<file path="config.mk">
export PLATFORM = sky130hd
export DESIGN_NAME = ifetch_queue
export DESIGN_NICKNAME = d
export VERILOG_FILES = /design/src/rtl/ifetch_queue.sv
export SDC_FILE = /design/constraint.sdc
export NUM_CORES = 1
export LEC_CHECK = 0
export ABC_AREA = 0
export BUFFER_PORTS_ARGS = -buffer_cell sky130_fd_sc_hd__buf_2
export CORE_ASPECT_RATIO = 1.25
export CORE_MARGIN = 4
export CORE_UTILIZATION = 50
export DETAILED_ROUTE_END_ITERATION = 6
export PLACE_DENSITY = 0.81
export SLEW_MARGIN = 10
export SYNTH_ARGS = -nofsm -noshare
export SYNTH_HDL_FRONTEND = slang
export SYNTH_SLANG_ARGS = --single-unit
</file>
<file path="constraint.sdc">
create_clock -name clk -period 2.94 [get_ports clk]
set_input_delay 0.294 -clock clk [delete_from_list [all_inputs] [get_ports clk]]
set_output_delay 0.294 -clock clk [all_outputs]
set_load 0.005 [all_outputs]
</file>
<file path="src/rtl/ifetch_queue.sv">
// Instruction prefetch queue: owns the fetch PC, issues one-word ROM reads and buffers {pc, instr} for decode.
// Optional combinational empty-queue bypass of the ROM response is enabled by defining IFQ_BYPASS_EN.
module ifetch_queue #(
  parameter int          DEPTH    = 4,
  parameter int          IMEM_AW  = 6,
  parameter logic [31:0] RESET_PC = 32'h0
) (
  input  logic               clk,
  input  logic               reset,
  output logic               imem_req,
  output logic [IMEM_AW-1:0] imem_addr,
  input  logic [31:0]        imem_rdata,
  input  logic               redirect,
  input  logic [31:0]        redirect_pc,
  output logic               out_valid,
  input  logic               out_ready,
  output logic [31:0]        out_pc,
  output logic [31:0]        out_instr,
  output logic               misalign_err
);
  localparam int PW = $clog2(DEPTH);
  localparam int CW = PW + 1;
  localparam logic [CW:0] DEPTH_C = (CW+1)'(DEPTH);

  typedef struct packed {
    logic [31:0] pc;
    logic [31:0] instr;
  } ifq_entry_t;

  ifq_entry_t    mem [DEPTH];
  ifq_entry_t    resp, head;
  logic [31:0]   fetch_pc, tag;
  logic          inflight, squash;
  logic [PW-1:0] rd_ptr, wr_ptr;
  logic [CW-1:0] count;
  logic [CW:0]   occ;
  logic          resp_vld, empty, bypass, push, pop;

  assign resp      = '{pc: tag, instr: imem_rdata};
  assign resp_vld  = inflight && !squash;
  assign empty     = (count == '0);
  assign head      = mem[rd_ptr];
  // Credit: queued entries plus the one in flight may never exceed DEPTH.
  assign occ       = {1'b0, count} + (CW+1)'(inflight);
  assign imem_req  = !reset && !redirect && (occ < DEPTH_C);
  assign imem_addr = fetch_pc[IMEM_AW+1:2];

`ifdef IFQ_BYPASS_EN
  assign bypass = empty && resp_vld;
`else
  assign bypass = 1'b0;
`endif

  // A bypassed response taken by decode in the same cycle never enters the FIFO.
  assign push = resp_vld && !(bypass && out_ready);
  assign pop  = !empty && out_ready;

  always_comb begin
    out_valid = 1'b0;
    out_pc    = '0;
    out_instr = '0;
    if (!empty) begin
      out_valid = 1'b1;
      out_pc    = head.pc;
      out_instr = head.instr;
    end else if (bypass) begin
      out_valid = 1'b1;
      out_pc    = resp.pc;
      out_instr = resp.instr;
    end
  end

  always_ff @(posedge clk) begin
    if (reset) begin
      fetch_pc     <= RESET_PC;
      tag          <= '0;
      inflight     <= 1'b0;
      squash       <= 1'b0;
      rd_ptr       <= '0;
      wr_ptr       <= '0;
      count        <= '0;
      misalign_err <= 1'b0;
    end else if (redirect) begin
      // Flush everything; a pop presented this cycle is dropped along with the queue.
      fetch_pc <= {redirect_pc[31:2], 2'b00};
      inflight <= 1'b0;
      squash   <= 1'b1;
      rd_ptr   <= '0;
      wr_ptr   <= '0;
      count    <= '0;
      if (redirect_pc[1:0] != 2'b00) misalign_err <= 1'b1;
    end else begin
      squash   <= 1'b0;
      inflight <= imem_req;
      if (imem_req) begin
        tag      <= fetch_pc;
        fetch_pc <= fetch_pc + 32'd4;
      end
      if (push) wr_ptr <= wr_ptr + PW'(1);
      if (pop)  rd_ptr <= rd_ptr + PW'(1);
      count <= count + CW'(push) - CW'(pop);
    end
  end

  always_ff @(posedge clk) begin
    if (!reset && !redirect && push) mem[wr_ptr] <= resp;
  end
endmodule

</file>
==> summary.txt <==
Logic synthesis
  – Post-synthesis sequential element count: 320
  – Yosys warns: 0
  – Netlist Area Pre-Place: 12,740 µm²
  – Mean post-synth cell area: 15.71 µm²
  – Syn Inst Count: 811
  – Synth unique cells: 45
  – Sequential area share after synthesis: 69.76%

Clocking
  – Clock buffer count from CTS: 29
  – CTS max path bufs: 3
  – CTS tree: built
  – Skew-Pair Late Insertion Delay: 530 ps
  – Postcts setup bufs: 0
  – Root Buffer: clkbuf_16
  – Worst-path clk slew: 60 ps
  – Number of clock sinks: 320
  – H-tree lvl count: 1

Placement
  – DP HPWL: 15,530 µm
  – Placer Congestion: 0.8043
  – Dpl cells: 1,248
  – Port bufs: 138

Finish
  – Non-Filler Instances: 1,338
  – Area delta synth->final: 20.13%
  – Fillers: 1,871
  – Ant. Diodes: 0
  – Share of layout cells above drive strength 1: 28.32%
  – Layout net count: 1,057

Timing
  – Final hold vios: 0
  – Least-Margin Pin Slew: 768.4 ps
  – Slew HR: 48.30%
  – F_max: 394.1 MHz
  – # setup viols final: 0
  – Unrepaired setup endpoints after global routing: no
  – Setup TNS: 0 ps
  – Clk_skew: 21.84 ps
  – Minimum clock period: 2537 ps
  – Final Cycle Share: 86.30%
  – Slew Viols, Final: 0

Die
  – Overall die width: 150.8 µm
  – Die Ht: 186.5 µm
  – Io pins: 141
  – Initial Util: 50.54%
  – Core area: 25,210 µm²
  – Std cell rows: 65
  – Die ar.: 28,120 µm²

Setup path
  – CP Capture Type: primary output
  – Critical Path RT: 2650 ps
  – Worst-path fanout max: 31
  – Worst Setup Start Kind: flop
  – CP Class: flop to primary output
  – WP data arrival: 2240 ps

Global routing
  – First-pass GRT wire length: 39,230 µm
  – Remaining global-route overflow: 0
  – Vias in the first global route: 7,290
  – Largest net degree at the start of global routing: 64
  – Initial antenna violation count: 0
  – Total track usage: 17.51%

Route
  – Wirelength per Cell: 18.27 µm
  – Post-route DRC violation count: 0
  – DR vias/cell: 5.289
  – Drt total wl: 24,440 µm
  – DRT met1 WL: 9848 µm
  – Total number of vias: 7,077
  – DR WL met2: 13,120 µm
  – ANT nets after route: 0
  – Top layer used by detailed routing: met4
  – Wire length on met3: 1135 µm
  – DR iter-0 viols: 435
  – Drt first pass iters: 5

Worst hold path
  – Hold/Removal Path Class: input port to flop

Power and ir drop
  – VDD IR max: 314.2 µV
  – Power Density: 626.6 nW/µm²
  – Leakage: 0.005601 µW

Outcome
  – Outcome: finished, final reports clean

Flow run
  – Maxcap violations: 0
==> placed cells by master, fill, tap and decap left out, drive strengths merged, types with 3 or more instances in the layout <==
master	count
dlygate4sd3	36
nor4	6
a21oi	51
mux4	62
a31oi	5
nand3	13
o21a	19
clkbuf	37
o21ai	4
a22o	4
nand3b	3
clkinv	8
inv	31
nor2b	5
xnor2	26
dfxtp	72
ha	8
nand2	77
nand4	18
bufinv	7
nor3	3
nor2	15
and2	65
and3	7
buf	154
edfxtp	248
==> per-stage QoR <==
stage / setup WS (ps) / hold slack (ps) / instance area, µm² / power (µW) / utilization [%]
floorplan: 207.4 / 392.9 / 12740 / 5324 / -
finish: 402.7 / 21.63 / 15310 / 9591 / 60.71
global placement: 703.4 / 433.8 / 13850 / 5493 / 54.95
detailed placement: 659.9 / 439.1 / 13850 / 5506 / 54.95
global route: 193.6 / 15.93 / 15310 / 9957 / 60.71
CTS: 338.5 / 3.252 / 15310 / 9675 / 60.71
==> where the power goes <==
| part | leakage [µW] | internal, µW | total, µW | switching [µW] |
|---|---|---|---|---|
| Combinational | 0.00205 | 226 | 463 | 237 |
| Sequential | 0.00301 | 4910 | 4980 | 65.8 |
| Clock | 0.000541 | 2590 | 4150 | 1550 |
==> what timing repair did <==
item | CTS | global route
hold endpoints to repair | 132 | 0
resized for setup | 0 | 0
hold buffers | 36 | 0
==> cell type report <==
type                            instances  area, µm²  area share, %
Inverter                               30      112.6         0.7357
Tap cell                              335      419.2          2.738
Clock buffer                           37      825.8          5.395
Sequential cell                       320       8894          58.11
Timing Repair Buffer                  190       1296          8.469
Multi-Input combinational cell        409       3493          22.82
Clock inverter                         17      265.3          1.733
==> sequential cells by signal (all words and copies together), names as in the netlist, named ones only <==
name and flops:
mem 248, fetch_pc 30, tag 30, count 3
rd_ptr 2, wr_ptr 2, inflight 1, misalign_err 1
squash 1
==> critical path, cell delays in order (launching register included) <==
cell and delay, ps:
dfxtp_1 360, ha_1 220, o211a_1 230, o22ai_2 170, nand2_1 100, inv_2 410
buf_2 210
==> per-layer routing <==
layer	vias up	track usage, %
met5	-	0
met3	22	1.967
li1	3356	-
met4	0	3.838
met1	3500	22.47
met2	199	31.87
==> final timing paths <==
kind,start,end,slack [ps],cells past startpoint
worst min register to register,misalign_err,misalign_err,450,2
worst max register to register,count[1],count[2],650,9
worst max-delay path,count[1],imem_req,400,6
worst min-delay path,redirect_pc[14],fetch_pc[14],20,3
==> kinds of logic (layout without fill, tap and decap cells) <==
kind of cell	Yosys count	count (layout)	share of synthesized area [%]
simple gates	219	219	9.192
other cells	1	2	0.02943
mux	65	65	11.20
compound gates	86	86	4.046
flops	320	320	69.76
buf+inv	83	274	2.897
xor+xnor	28	28	1.925
fa+ha+maj	9	9	0.9428
==> cell usage after synthesis (all sizes together) <==
cell type | number | share of area (%)
nor3b | 1 | 0.059
mux2i | 2 | 0.16
buf | 23 | 1.1
a22o | 4 | 0.27
nand3b | 3 | 0.18
o21a | 19 | 1.1
clkbuf | 30 | 0.88
edfxtp | 248 | 58
nor2 | 15 | 0.44
o21ai | 4 | 0.16
nor3 | 3 | 0.12
nand2 | 77 | 2.3
inv | 30 | 0.88
conb | 1 | 0.029
and2 | 65 | 3.2
nor2b | 5 | 0.25
or3 | 2 | 0.098
nand4 | 18 | 0.98
fa | 1 | 0.16
o22ai | 1 | 0.098
or2 | 2 | 0.098
nor4 | 6 | 0.51
xnor2 | 26 | 1.8
xor2 | 2 | 0.14
ha | 8 | 0.79
dfxtp | 72 | 11
a21oi | 51 | 2.0
nand4b | 1 | 0.069
or4 | 1 | 0.059
o211a | 1 | 0.079
a31oi | 5 | 0.25
mux4 | 62 | 11
nand3 | 13 | 0.51
o22a | 1 | 0.069
mux2 | 1 | 0.088
and3 | 7 | 0.34
(Power assumes the default switching activity.)
